`src/rtl/serial_adder.sv`:
```
// serial_adder: bit-serial ripple adder, one full-adder stage per clock.
// Operands are added LSB-first over WIDTH cycles with a registered carry.
// Handshake: start (accepted in IDLE or DONE), busy while processing bits,
// one-cycle done pulse when sum/cout update. sum/cout hold until the next
// completion.
// Optional feature: define SERIAL_ADDER_SUB_EN to add a 'sub' input that
// selects a-b (two's complement); cout=1 then means no borrow.
module serial_adder #(
  parameter int WIDTH = 8
) (
  input  logic             clk,
  input  logic             rst_n,
  input  logic             start,
  input  logic [WIDTH-1:0] a,
  input  logic [WIDTH-1:0] b,
  input  logic             cin,
`ifdef SERIAL_ADDER_SUB_EN
  input  logic             sub,
`endif
  output logic             busy,
  output logic             done,
  output logic [WIDTH-1:0] sum,
  output logic             cout
);

  localparam int CW = (WIDTH > 1) ? $clog2(WIDTH) : 1;

  typedef enum logic [1:0] {IDLE = 2'd0, ADD = 2'd1, DONE = 2'd2} state_t;

  state_t           state_q, state_d;
  logic [WIDTH-1:0] a_sr_q, a_sr_d;
  logic [WIDTH-1:0] b_sr_q, b_sr_d;
  logic [WIDTH-1:0] s_sr_q, s_sr_d;
  logic             c_q, c_d;
  logic [CW-1:0]    cnt_q, cnt_d;
  logic [WIDTH-1:0] sum_q, sum_d;
  logic             cout_q, cout_d;

  logic             accept;
  logic             last;
  logic             fa_s, fa_c;
  logic [WIDTH-1:0] s_shift;
  logic [WIDTH-1:0] b_load;
  logic             c_load;

  // start is honoured in IDLE and DONE; ignored while bits are in flight
  assign accept = start && (state_q != ADD);
  assign last   = (state_q == ADD) && (cnt_q == CW'(WIDTH - 1));

  // single full-adder stage on the current LSBs
  assign fa_s    = a_sr_q[0] ^ b_sr_q[0] ^ c_q;
  assign fa_c    = (a_sr_q[0] & b_sr_q[0]) | (c_q & (a_sr_q[0] ^ b_sr_q[0]));
  assign s_shift = {fa_s, s_sr_q[WIDTH-1:1]};

`ifdef SERIAL_ADDER_SUB_EN
  // subtraction: a + ~b + 1, the injected 1 replacing cin
  assign b_load = sub ? ~b : b;
  assign c_load = sub ? 1'b1 : cin;
`else
  assign b_load = b;
  assign c_load = cin;
`endif

  // FSM state register
  always_ff @(posedge clk or negedge rst_n) begin
    if (!rst_n) state_q <= IDLE;
    else        state_q <= state_d;
  end

  // FSM next-state logic
  always_comb begin
    state_d = state_q;
    case (state_q)
      IDLE:    if (start) state_d = ADD;
      ADD:     if (last)  state_d = DONE;
      DONE:    state_d = start ? ADD : IDLE;
      default: state_d = IDLE;
    endcase
  end

  // FSM outputs
  always_comb begin
    busy = (state_q == ADD);
    done = (state_q == DONE);
  end

  // datapath next values: load on accept, shift one bit per ADD cycle
  always_comb begin
    a_sr_d = a_sr_q;
    b_sr_d = b_sr_q;
    s_sr_d = s_sr_q;
    c_d    = c_q;
    cnt_d  = cnt_q;
    sum_d  = sum_q;
    cout_d = cout_q;
    if (accept) begin
      a_sr_d = a;
      b_sr_d = b_load;
      c_d    = c_load;
      s_sr_d = '0;
      cnt_d  = '0;
    end else if (state_q == ADD) begin
      a_sr_d = a_sr_q >> 1;
      b_sr_d = b_sr_q >> 1;
      s_sr_d = s_shift;
      c_d    = fa_c;
      cnt_d  = last ? '0 : cnt_q + 1'b1;
      if (last) begin
        sum_d  = s_shift;
        cout_d = fa_c;
      end
    end
  end

  // datapath registers
  always_ff @(posedge clk or negedge rst_n) begin
    if (!rst_n) begin
      a_sr_q <= '0;
      b_sr_q <= '0;
      s_sr_q <= '0;
      c_q    <= 1'b0;
      cnt_q  <= '0;
      sum_q  <= '0;
      cout_q <= 1'b0;
    end else begin
      a_sr_q <= a_sr_d;
      b_sr_q <= b_sr_d;
      s_sr_q <= s_sr_d;
      c_q    <= c_d;
      cnt_q  <= cnt_d;
      sum_q  <= sum_d;
      cout_q <= cout_d;
    end
  end

  assign sum  = sum_q;
  assign cout = cout_q;

endmodule

```
`config.mk`:
```
export PLATFORM = sky130hd
export DESIGN_NAME = serial_adder
export DESIGN_NICKNAME = d
export VERILOG_FILES = /design/src/rtl/serial_adder.sv
export SDC_FILE = /design/constraint.sdc
export NUM_CORES = 1
export LEC_CHECK = 0
export ABC_AREA = 1
export BUFFER_PORTS_ARGS = -buffer_cell sky130_fd_sc_hd__buf_2
export CAP_MARGIN = 25
export CORE_MARGIN = 2
export CORE_UTILIZATION = 40
export CTS_CLUSTER_DIAMETER = 200
export DETAILED_ROUTE_END_ITERATION = 10
export MAX_ROUTING_LAYER = met4
export PLACE_DENSITY = 0.65
export SYNTH_ARGS = -nofsm -noshare
export SYNTH_HDL_FRONTEND = slang
export SYNTH_SLANG_ARGS = --single-unit
```
`constraint.sdc`:
```
create_clock -name clk -period 1.24 [get_ports clk]
set_input_delay 0.124 -clock clk [delete_from_list [all_inputs] [get_ports clk]]
set_output_delay 0.124 -clock clk [all_outputs]
set_load 0.01 [all_outputs]
```
==> out/summary.txt <==
Outcome -> finished, final reports clean
Finish-stage setup viols -> 0
Core Rows -> 25
Core ar. -> 0.004723 sq mm
Mean post-synth cell area -> 10.51 sq um
First-pass GRT wire length -> 6.120 mm
Cells after Synth -> 187
H-tree levels -> 2
Worst slew margin -> 0.7239
Fin crit share -> 0.9647
#FFs+latches synth -> 38
Top cell type's share of synthesized area -> 0.4838
Crit path max fanout -> 10
R2r worst-path depth -> 6
Final hold vios -> 0
Worst setup EP type -> register
Gpl congestion -> 0.6785
Clk root buf -> clkbuf_8
Post-synthesis mux area share -> 0
Die area -> 0.005491 sq mm
Critical path's slowest cell -> dfrtp_1
R2R Path End -> sum[7]
Largest net degree at the start of global routing -> 39
Fin Setup TNS -> 0 ps
Vias in the first global route -> 1,332
Placed Cells -> 280
Fill cells -> 469
Synthesis Warnings -> 0
Via-per-instance ratio -> 4.795
DR pass1 iterations -> 4
R2R Path Start -> cnt_q[0]
P_leak -> 0.001180 uW
Hold depth -> 3
Multi-input gate area in the final layout -> 870.8 sq um
Final net count -> 247
Final WL -> 3.484 mm
Most numerous cell in the Yosys netlist -> nand2_1
Total Routing Usage GR -> 0.1503
Layout cell share with drive strength beyond 1 -> 0.4444
Critical path endpoint -> sum[7]
Max-cap violations -> 0
Min-delay src -> b[2]
Register area -> 950.9 sq um
Hpwl dp -> 2.180 mm
Clock skew -> 7.489 ps
Initial Util -> 0.4162
Worst R2R Setup Slack -> 40 ps
Compound-Gate Fraction of Synth Area -> 0.003183
Synthesized-area fraction occupied by adder cells -> 0.02292
Num CTS Buffers -> 5
Synth Area in Simple Gates -> 0.4055
Die H -> 74.10 um
Worst slew pin tran -> 414.2 ps
Total gr overflow -> 0
Element type at the critical path start -> register
Synth area leaders -> dfrtp_1, nand3_2, nand2_1, nand3_1, buf_12
Worst setup path startpoint -> cnt_q[0]
Most common library cells after synthesis -> nand2_1, nand3_2, dfrtp_1
WP data arrival -> 1380 ps
Largest family of logic cells by synthesized area -> simple AND/OR/NAND/NOR gates
Hold crit path type -> in -> reg
Slew Viols, Final -> 0
Worst Path Required -> 1430 ps
Worst-Skew Late Latency -> 290 ps
Crit Path Category -> reg -> reg
Number of flops mapped to enable cells by yosys -> 0
CP peak stage delay -> 390 ps
Synth area leader -> dfrtp_1
Sequential fraction of the synthesis area -> 0.4838
Initial antenna violation count -> 0
Synth Cell Area -> 0.001966 sq mm
Tmin final -> 1196 ps
Clk sinks -> 38
Total number of vias -> 1,400
Unrepaired setup endpoints after global routing -> yes
Final Non-Filler Cells -> 292
Initial DRC Count -> 100
PD cells -> 2219 mW/mm^2
Maximum clock path buffer count -> 2
Wire per inst -> 11.93 um
Maximum VDD drop -> 885.6 uV
CTS tree -> built
Layout area overhead -> 16.55%
ANT nets after route -> 0
Synth unique cells -> 20
CP Cell Sequence -> ha_1 > ha_4 > inv_2 > nor2_8 > nand2_1 > nand2_1
Diodes inserted -> 0
Post-Syn Nets -> 210
PortBufs -> 30
Horiz. Die Dim -> 74.10 um
DRC -> 0
XOR/XNOR Fraction of Synth Area -> 0
Async S/R FF share, synth -> 1.000
Synth Flop Type -> dfrtp_1
CTS clk-pin slew, worst paths -> 70 ps
I/O pin count -> 31
Cell mode on critical path -> nand2_1
F_max -> 835.9 MHz
==> cell families (layout without fill, tap and decap cells) <==
family,count (synthesis),after routing
simple gates,129,129
flops,38,38
buf+inv,16,54
fa+ha+maj,3,3
compound gates,1,1
==> where the power goes <==
group | leakage (uW) | internal (uW) | switching, uW
sequential | 0.000485 | 1760 | 340
clock | 0.0000482 | 449 | 434
combinational | 0.000647 | 930 | 1180
total | 0.00118 | 3130 | 1950
==> cell usage in the layout (no fill, tap or decap) <==
cell type      count
buf_2             30
ha_1               1
ha_4               1
buf_12             3
nor2_8             1
buf_4              7
nor2_2             2
inv_2              3
clkinv_2           1
nand2_2            1
nand3_1           17
dlygate4sd3_1      1
nand2_1           64
inv_1              1
inv_4              1
nand3_2           42
clkbuf_8           6
o22ai_1            1
nand2_4            1
nor2_4             1
dfrtp_1           38
fa_1               1
clkbuf_1           1
==> per-layer routing <==
| layer | GRT usage | vias up | share of wire |
|---|---|---|---|
| met3 | 0.03659 | 8 | 0.042 |
| li1 | - | 688 | - |
| met1 | 0.1952 | 675 | 0.47 |
| met5 | - | - | 0 |
| met4 | 0.07273 | 0 | 0.021 |
| met2 | 0.2202 | 29 | 0.47 |
==> state kept, by name (all words and copies together) (netlist names) <==
| register | count |
|---|---|
| state_q | 2 |
| b_sr_q | 8 |
| a_sr_q | 8 |
| s_sr_q | 7 |
| sum | 8 |
| cnt_q | 3 |
| cout | 1 |
| c_q | 1 |
==> worst max-delay path, delay by kind of cell (launching register included) <==
kind                       cells  cell delay (ps)
adders and majority gates      2              430
buffers and inverters          1               90
DFF                            1              390
and+or+nand+nor                3              170
==> cell type report <==
class | count | area share
tap | 67 | 0.03659
clock inverter | 1 | 0.002185
multi-input combinational | 133 | 0.3801
sequential | 38 | 0.4151
timing repair buffer | 41 | 0.1191
clock buffer | 7 | 0.03768
inverter | 5 | 0.009285
==> how the worst min path moves through the flow <==
stage	endpoint	slack [ps]
finish	b_sr_q[2]	60
global route	b_sr_q[7]	60
CTS	b_sr_q[2]	60
detailed placement	sum[0]	110
global placement	sum[0]	110
floorplan	a_sr_q[0]	-170
==> per-stage QoR <==
| step | setup slack [ps] | hold WS (ps) | total power [uW] | cell area (sq um) | util |
|---|---|---|---|---|---|
| 6_report | 43.74 | 64.63 | 5084 | 2291 | 0.4850 |
| 5_1_grt | -38.72 | 59.71 | 5500 | 2291 | 0.4850 |
| 3_3_place_gp | 22.74 | 108.5 | 4091 | 2145 | 0.4540 |
| 4_1_cts | -8.286 | 58.91 | 5023 | 2246 | 0.4755 |
| 2_1_floorplan | 22.87 | -171.6 | 3749 | 1966 | - |
| 3_5_place_dp | -33.37 | 108.4 | 4121 | 2145 | 0.4540 |
==> what timing repair did <==
action                     in CTS  in global routing
gates resized for setup         1                  5
hold endpoints to repair       38                  0
cloned                          0                  0
setup endpoints to repair       9                 13
setup buffers                   0                  3
pin swaps                       0                  1
hold buffers                    1                  0
(Power assumes the default switching activity.)
